File: src/rtl/rx_det_array.sv
// N-lane receiver-detect model: each lane runs an independent four-phase req/ack detect
// with a programmable charge time and bounded retries after a no-receiver result.
module rx_det_array #(
    parameter int unsigned LANES        = 4,
    parameter int unsigned DELAY_CYCLES = 500,
    parameter int unsigned CNT_W        = 16,
    parameter int unsigned RETRY_MAX    = 1
) (
    input  logic             clk,
    input  logic             rst,
    input  logic [LANES-1:0] rx_present,
    input  logic [LANES-1:0] rx_det_req,
    output logic [LANES-1:0] rx_det_ack,
    output logic [LANES-1:0] rx_det_vld,
    output logic             det_any,
    output logic             det_all,
    output logic [LANES-1:0] busy
);

    localparam logic [CNT_W-1:0] CntLast = CNT_W'(DELAY_CYCLES - 1);
    localparam int unsigned      RtyW    = (RETRY_MAX > 0) ? $clog2(RETRY_MAX + 1) : 1;
    localparam logic [RtyW-1:0]  RtyMax  = RtyW'(RETRY_MAX);

    if (DELAY_CYCLES < 1 || 64'(DELAY_CYCLES) >= (64'd1 << CNT_W)) begin : g_param_err
        $error("rx_det_array: DELAY_CYCLES must be in [1, 2**CNT_W)");
    end

    typedef enum logic [1:0] {StIdle, StCharge, StWaitLow} state_e;

    for (genvar i = 0; i < LANES; i++) begin : g_lane
        state_e            state_q, state_d;
        logic [CNT_W-1:0]  cnt_q, cnt_d;
        logic [RtyW-1:0]   rty_q, rty_d;
        logic              ack_q, ack_d;
        logic              vld_q, vld_d;

        always_comb begin
            state_d = state_q;
            cnt_d   = cnt_q;
            rty_d   = rty_q;
            ack_d   = 1'b0;
            vld_d   = vld_q;
            unique case (state_q)
                StIdle: begin
                    if (rx_det_req[i]) begin
                        state_d = StCharge;
                        cnt_d   = '0;
                        rty_d   = '0;
                    end
                end
                StCharge: begin
                    // Abort wins over a completion landing on the same edge.
                    if (!rx_det_req[i]) begin
                        state_d = StIdle;
                    end else if (cnt_q == CntLast) begin
                        if (rx_present[i]) begin
                            vld_d   = 1'b1;
                            ack_d   = 1'b1;
                            state_d = StWaitLow;
                        end else if (rty_q < RtyMax) begin
                            cnt_d = '0;
                            rty_d = rty_q + 1'b1;
                        end else begin
                            vld_d   = 1'b0;
                            ack_d   = 1'b1;
                            state_d = StWaitLow;
                        end
                    end else begin
                        cnt_d = cnt_q + 1'b1;
                    end
                end
                StWaitLow: begin
                    if (!rx_det_req[i]) begin
                        state_d = StIdle;
                    end
                end
                default: state_d = StIdle;
            endcase
        end

        always_ff @(posedge clk) begin
            if (rst) begin
                state_q <= StIdle;
                cnt_q   <= '0;
                rty_q   <= '0;
                ack_q   <= 1'b0;
                vld_q   <= 1'b0;
            end else begin
                state_q <= state_d;
                cnt_q   <= cnt_d;
                rty_q   <= rty_d;
                ack_q   <= ack_d;
                vld_q   <= vld_d;
            end
        end

        assign rx_det_ack[i] = ack_q;
        assign rx_det_vld[i] = vld_q;
        assign busy[i]       = (state_q == StCharge);
    end

    assign det_any = |rx_det_vld;
    assign det_all = &rx_det_vld;

endmodule

File: config.mk
export PLATFORM = sky130hd
export DESIGN_NAME = rx_det_array
export DESIGN_NICKNAME = d
export VERILOG_FILES = /design/src/rtl/rx_det_array.sv
export SDC_FILE = /design/constraint.sdc
export NUM_CORES = 1
export LEC_CHECK = 0
export CAP_MARGIN = 15
export CORE_MARGIN = 10
export CORE_UTILIZATION = 50
export DETAILED_ROUTE_END_ITERATION = 16
export PLACE_DENSITY = 0.66
export SLEW_MARGIN = 20
export SYNTH_ARGS = -nofsm -noshare
export SYNTH_HDL_FRONTEND = slang
export SYNTH_SLANG_ARGS = --single-unit
File: constraint.sdc
create_clock -name clk -period 2.5 [get_ports clk]
set_input_delay 0.5 -clock clk [delete_from_list [all_inputs] [get_ports clk]]
set_output_delay 0.5 -clock clk [all_outputs]
set_load 0.01 [all_outputs]
## Word level (Yosys, flattened, before mapping)

Cells that the tools add are included.

| cells by class | value |
|---|---|
| magnitude comparators | 4 |
| add/sub/neg operators | 8 |
| eq/ne operators | 56 |
| reduce and logical (&&, ||, !) cells | 30 |
| bitwise operators | 12 |
| muxes and demuxes | 92 |

Operators with widths:

| kind | number |
|---|---|
| 2-to-1 mux 16 bit | 20 |
| case mux 16 bit (2 select lines) | 4 |
| adder 16 x 1 -> 16 bit, second input constant | 4 |
| == test 16 x 9 -> 1 bit, second input constant | 4 |
| 2-to-1 mux 2 bit | 24 |
| != test 2 bit, second input constant | 20 |
| 2-to-1 mux 1 bit | 36 |
| AND reduction 4 bit | 9 |
| != test 3 x 2 -> 1 bit, second input constant | 8 |
| case mux 2 bit (3 select lines) | 4 |
| AND reduction 6 bit | 4 |
| AND reduction 5 bit | 4 |
| OR reduction 4 bit | 5 |
| != test 2 x 1 -> 1 bit, second input constant | 8 |
| != test 4 bit, second input constant | 4 |
| != test 3 bit, second input constant | 4 |
| NOT 1 bit | 12 |
| == test 2 x 1 -> 1 bit, second input constant | 4 |
| == test 2 bit, second input constant | 4 |
| logical NOT 2 bit | 4 |
| case mux 1 bit (2 select lines) | 4 |
| nonzero test 2 bit | 4 |
| adder 1 bit, second input constant | 4 |
| < comparator 1 bit, second input constant | 4 |

| word-level totals | value |
|---|---|
| register bits | 84 |
| word-level logic and storage cells | 222 |

## Logic depth before layout (Yosys ltp)

| logic depth | value |
|---|---|
| word-level depth | 6 |
| mapped depth | 8 |
| gate-level depth less buffers | 6 |

## Worst setup path after synthesis

No wires, ideal clock.

| timing path | value |
|---|---|
| path type | reg-to-reg |
| start | register g_lane[3].cnt_q[0] |
| end | register g_lane[3].cnt_q[10] |
| setup time | 0.129 ns |
| cell stages (with the launch flop) | 8 |
| slack | 0.242 ns |
| period minus slack after synthesis | 2.258 ns |
| arrival | 2.128 ns |
| data required time | 2.371 ns |
| path buffers | 1 |
| path through | dfxtp_1 ha_1 or4b_2 nor4_1 buf_2 nand2_1 o31ai_4 nor2_1 |

| between the ends | value |
|---|---|
| longest elaborated chain between the ends | 4 |
| elaborated cells on any way between the ends | 8 |

RTL lines:

| element | line | source |
|---|---|---|
| from (decl) | 32 | `logic [CNT_W-1:0] cnt_q, cnt_d;` |
| from (signal assigned) | 90 | `cnt_q <= cnt_d;` |
| adder 16 x 1 -> 16 bit / == test 16 x 9 -> 1 bit (equally long branches) | 69, 55 |  |
| 2-to-1 mux 16 bit | 55 | `end else if (cnt_q == CntLast) begin` |
| 2-to-1 mux 16 bit | 53 | `if (!rx_det_req[i]) begin` |
| case mux 16 bit (2 select lines) | 43 | `unique case (state_q)` |

Several ways; a longest one is shown, not always the timed one. The select of a mux whose other input is x is not followed.
A chain may end at the register's enable or synchronous reset.

## Final worst setup path

| timing path | value |
|---|---|
| start | register g_lane[1].state_q[0] |
| end | output busy[1] |

| between the ends | value |
|---|---|
| longest elaborated chain between the ends | 1 |

RTL lines:

| element | line | source |
|---|---|---|
| from (decl) | 31 | `state_e state_q, state_d;` |
| from (signal assigned) | 83 | `state_q <= StIdle;` |
| from (signal assigned) | 89 | `state_q <= state_d;` |
| == test 2 x 1 -> 1 bit | 99 | `assign busy[i] = (state_q == StCharge);` |
| to (decl) | 17 | `output logic [LANES-1:0] busy` |

Every way passes these cells.

==> impl_metrics.prom <==
# TYPE chip_impl_metric gauge
chip_impl_info{name="status",value="complete, no violations"} 1
chip_impl_metric{name="asyncSetResetFlopFracSynth",unit="%"} 0
chip_impl_metric{name="clock_h_tree_levels",unit=""} 3
chip_impl_metric{name="synth_warn",unit=""} 0
chip_impl_metric{name="vdd.ir_drop.worst",unit="uV"} 272
chip_impl_info{name="cts_root_buf",value="sky130_fd_sc_hd__clkbuf_8"} 1
chip_impl_info{name="hp-start",value="g_lane[3].state_q[0]$_SDFFE_PP0P_"} 1
chip_impl_metric{name="drt-vias-per-instance",unit=""} 5.91
chip_impl_metric{name="postSynthNetCount",unit=""} 542
chip_impl_metric{name="routedWlPerCell",unit="um"} 15.6
chip_impl_metric{name="period_share",unit="%"} 94.0
chip_impl_metric{name="worst_max_slew_pin_slew",unit="ns"} 0.666
chip_impl_info{name="end_kind",value="output port"} 1
chip_impl_metric{name="clock_path_buffers",unit=""} 2
chip_impl_info{name="rsz0062_at_grt",value="false"} 1
chip_impl_metric{name="clk_latency",unit="ns"} 0.35
chip_impl_metric{name="setup.reg_to_reg.worst_slack",unit="ns"} 0.16
chip_impl_metric{name="filler_cell_count",unit=""} 791
chip_impl_metric{name="initial_antenna_violation_count",unit=""} 0
chip_impl_metric{name="first_pass_iters",unit=""} 5
chip_impl_metric{name="finish.utilization",unit="%"} 59.4
chip_impl_metric{name="ant_cells",unit=""} 0
chip_impl_metric{name="grt_usage",unit="%"} 16.5
chip_impl_metric{name="standard_cell_core_area",unit="sq um"} 8590
chip_impl_metric{name="power-per-cell-area",unit="nW/um^2"} 520
chip_impl_metric{name="rows",unit=""} 34
chip_impl_metric{name="first_global_vias",unit=""} 3705
chip_impl_info{name="r2r-end",value="g_lane[1].cnt_q[6]$_SDFFE_PP0P_"} 1
chip_impl_info{name="worst_hold_path.endpoint",value="g_lane[3].state_q[0]$_SDFFE_PP0P_"} 1
chip_impl_metric{name="pwr-share-clk",unit="%"} 42.6
chip_impl_metric{name="worst_relative_slew_slack",unit="%"} 55.0
chip_impl_metric{name="sw_frac_of_total",unit="%"} 22.4
chip_impl_metric{name="syn-cell-area",unit="sq um"} 4370
chip_impl_metric{name="die-height",unit="um"} 113
chip_impl_info{name="dominantRegCellSynth",value="sky130_fd_sc_hd__dfxtp_1"} 1
chip_impl_metric{name="hold_path_depth",unit=""} 1
chip_impl_metric{name="sequentialPowerShare",unit="%"} 50.9
chip_impl_metric{name="cts-hold-fix-buffers",unit=""} 0
chip_impl_info{name="final_common_cell",value="sky130_fd_sc_hd__dfxtp_1"} 1
chip_impl_metric{name="timing.max_cap.violations",unit=""} 0
chip_impl_metric{name="synth_edf_count",unit=""} 0
chip_impl_metric{name="power.switching",unit="uW"} 595
chip_impl_metric{name="design_area",unit="sq um"} 5100
chip_impl_metric{name="floorplan.die_area",unit="sq um"} 12900
chip_impl_metric{name="io_pins",unit=""} 24
chip_impl_metric{name="io_buffer_count",unit=""} 23
chip_impl_metric{name="final.setup.tns",unit="ns"} 0
chip_impl_metric{name="finalMaxSlewViolations",unit=""} 0
chip_impl_metric{name="overflow_left_after_global_routing",unit=""} 0
chip_impl_metric{name="die_width",unit="um"} 113
chip_impl_metric{name="synth_sequential_area_ratio",unit="%"} 38.5
chip_impl_info{name="min-delay-path-class",value="reg2reg"} 1
chip_impl_metric{name="required",unit="ns"} 2.00
chip_impl_metric{name="postSynthAreaPerCell",unit="sq um"} 8.27
chip_impl_metric{name="layoutNonFillerInstCount",unit=""} 682
chip_impl_info{name="setup.worst_path.start_class",value="register"} 1
chip_impl_metric{name="post_route_wl",unit="um"} 10600
chip_impl_metric{name="final_nets",unit=""} 583
chip_impl_metric{name="grt_start_max_net_pins",unit=""} 27
chip_impl_metric{name="synth_cells",unit=""} 528
chip_impl_metric{name="final_layout_size_suffix_gt1_share",unit="%"} 12.0
chip_impl_metric{name="path_clk_slew",unit="ns"} 0.09
chip_impl_metric{name="placement.setup.worst_slack",unit="ns"} 0.105
chip_impl_metric{name="internal_power",unit="mW"} 2.06
chip_impl_metric{name="leakagePower",unit="nW"} 1.75
chip_impl_metric{name="flow.area_growth_from_synthesis",unit="%"} 16.8
chip_impl_metric{name="dp.final_hpwl",unit="um"} 7900
chip_impl_metric{name="finalWorstPathRequiredPeriod",unit="ns"} 2.35
chip_impl_metric{name="worstPathMaxFanout",unit=""} 8
chip_impl_metric{name="r2r_cells",unit=""} 7
chip_impl_metric{name="finalWorstSetupSlack",unit="ns"} 0.149
chip_impl_info{name="worst_setup_path_startpoint",value="g_lane[1].state_q[0]$_SDFFE_PP0P_"} 1
chip_impl_metric{name="finalWeightedCongestion",unit=""} 0.901
chip_impl_metric{name="max_fclk",unit="GHz"} 0.425
chip_impl_metric{name="number_of_unique_standard_cell_types_used_by_synthesis",unit=""} 61
chip_impl_metric{name="worst_ep_arrival_time",unit="ns"} 1.85
chip_impl_metric{name="dp_cells",unit=""} 664
chip_impl_metric{name="setup_viol",unit=""} 0
chip_impl_metric{name="cts_made_buffers",unit=""} 9
chip_impl_metric{name="clock_sink_count",unit=""} 84
chip_impl_metric{name="wire_length_of_the_first_global_routing_pass",unit="um"} 18100
chip_impl_info{name="tritoncts",value="yes"} 1
chip_impl_metric{name="final_routed_drc_violation_total",unit=""} 0
chip_impl_metric{name="antenna_left",unit=""} 0
chip_impl_metric{name="initial_core_util",unit="%"} 50.8
chip_impl_info{name="launch_instance_of_the_worst_register_to_register_path",value="g_lane[1].cnt_q[1]$_SDFFE_PP0P_"} 1
chip_impl_metric{name="detailedRoute.firstIterationViolations",unit=""} 243
chip_impl_metric{name="finalHoldViolCount",unit=""} 0
chip_impl_metric{name="share_comb_of_total_power",unit="%"} 6.5
chip_impl_info{name="layout_common_cells",value="sky130_fd_sc_hd__dfxtp_1 (84), sky130_fd_sc_hd__nor2_1 (78), sky130_fd_sc_hd__nand2_1 (38)"} 1
chip_impl_info{name="critPathKind",value="reg2out"} 1
chip_impl_metric{name="synth-seq-cells",unit=""} 84
chip_impl_metric{name="num_vias",unit=""} 4031
chip_impl_metric{name="final.setup_skew",unit="ns"} 0.00652
chip_impl_metric{name="placedInstanceArea",unit="sq um"} 4820
==> flip-flops by register name (all words and copies together) (netlist names) <==
register and cells:
g_lane.ack_q 4, g_lane.rty_q 4, g_lane.cnt_q 64, g_lane.state_q 8
g_lane.vld_q 4
==> layout make-up <==
type / count / area (sq um) / share of cell area (%)
tap: 108 / 135 / 2.65
sequential: 84 / 1680 / 33.0
multi-input combinational: 410 / 2520 / 49.5
clock inverter: 3 / 67.6 / 1.32
clock buffer: 13 / 169 / 3.31
inverter: 10 / 37.5 / 0.736
timing repair buffer: 54 / 488 / 9.56
==> cells by family (layout without fill, tap and decap cells) <==
logic type	count (synthesis)	in the layout	synth area share [%]
buffers and inverters	34	80	3.87
AND/OR/NAND/NOR	277	277	34.3
flip-flops	84	84	38.5
XOR/XNOR	29	29	5.81
multiplexers	6	6	1.38
adder cells (fa/ha/maj)	4	4	1.15
AO/OA/AOI/OAI	94	94	15.0
==> stage by stage <==
stage	hold WS, ns	total power [mW]
2_1_floorplan	0.434	1.47
3_3_place_gp	0.448	1.54
3_5_place_dp	0.452	1.54
4_1_cts	0.464	2.67
5_1_grt	0.478	2.75
6_report	0.466	2.65
==> critical path: stages (launching register included) <==
cell	delay, ns
sky130_fd_sc_hd__dfxtp_1	0.35
sky130_fd_sc_hd__nor2b_1	0.49
sky130_fd_sc_hd__clkdlybuf4s50_1	0.66
==> cells in the mapped netlist, drive strengths merged, types with 8 or more instances <==
cell type | number | area, sq um
nor2 | 78 | 293
xnor2 | 11 | 96.3
a21oi | 28 | 159
o31ai | 8 | 78.8
dfxtp | 84 | 1680
nor4 | 10 | 81.3
buf | 14 | 93.8
inv | 10 | 37.5
clkbuf | 10 | 37.5
o21ai | 19 | 118
nand3 | 25 | 125
nand4 | 27 | 169
or4 | 13 | 101
nand2 | 38 | 143
nor3 | 24 | 120
and4 | 8 | 70.1
nor2b | 12 | 75.1
xor2 | 18 | 158
==> worst max path at each step <==
stage	slack, ns	end
finish	0.15	busy[1]
global route	0.0002	g_lane[3].cnt_q[11]$_SDFFE_PP0P_
CTS	0.08	g_lane[1].cnt_q[6]$_SDFFE_PP0P_
detailed placement	0.10	g_lane[1].cnt_q[6]$_SDFFE_PP0P_
global placement	0.19	g_lane[1].cnt_q[15]$_SDFFE_PP0P_
floorplan	0.24	g_lane[3].cnt_q[10]$_SDFFE_PP0P_
==> routing by layer <==
layer  global-route usage [%]  vias up  wire, um
met5                        0        -         0
met4                     4.48        0       110
met3                     3.36       10       415
met1                     22.0     1930      5200
met2                     26.3       72      4900
li1                         -     2019         -
==> power groups by stage <==
stage	registers [mW]	logic [mW]	clock network [mW]
finish	1.35	0.174	1.13
global route	1.35	0.190	1.21
CTS	1.35	0.164	1.15
detailed placement	1.38	0.163	0
global placement	1.38	0.163	0
floorplan	1.38	0.0932	0
==> timing repair <==
action,4_1_cts,5_1_grt
setup buffers,0,2
resized for setup,0,1
endpoints found under the hold margin,0,0
setup endpoints to repair,0,19
(Power assumes the default switching activity.)
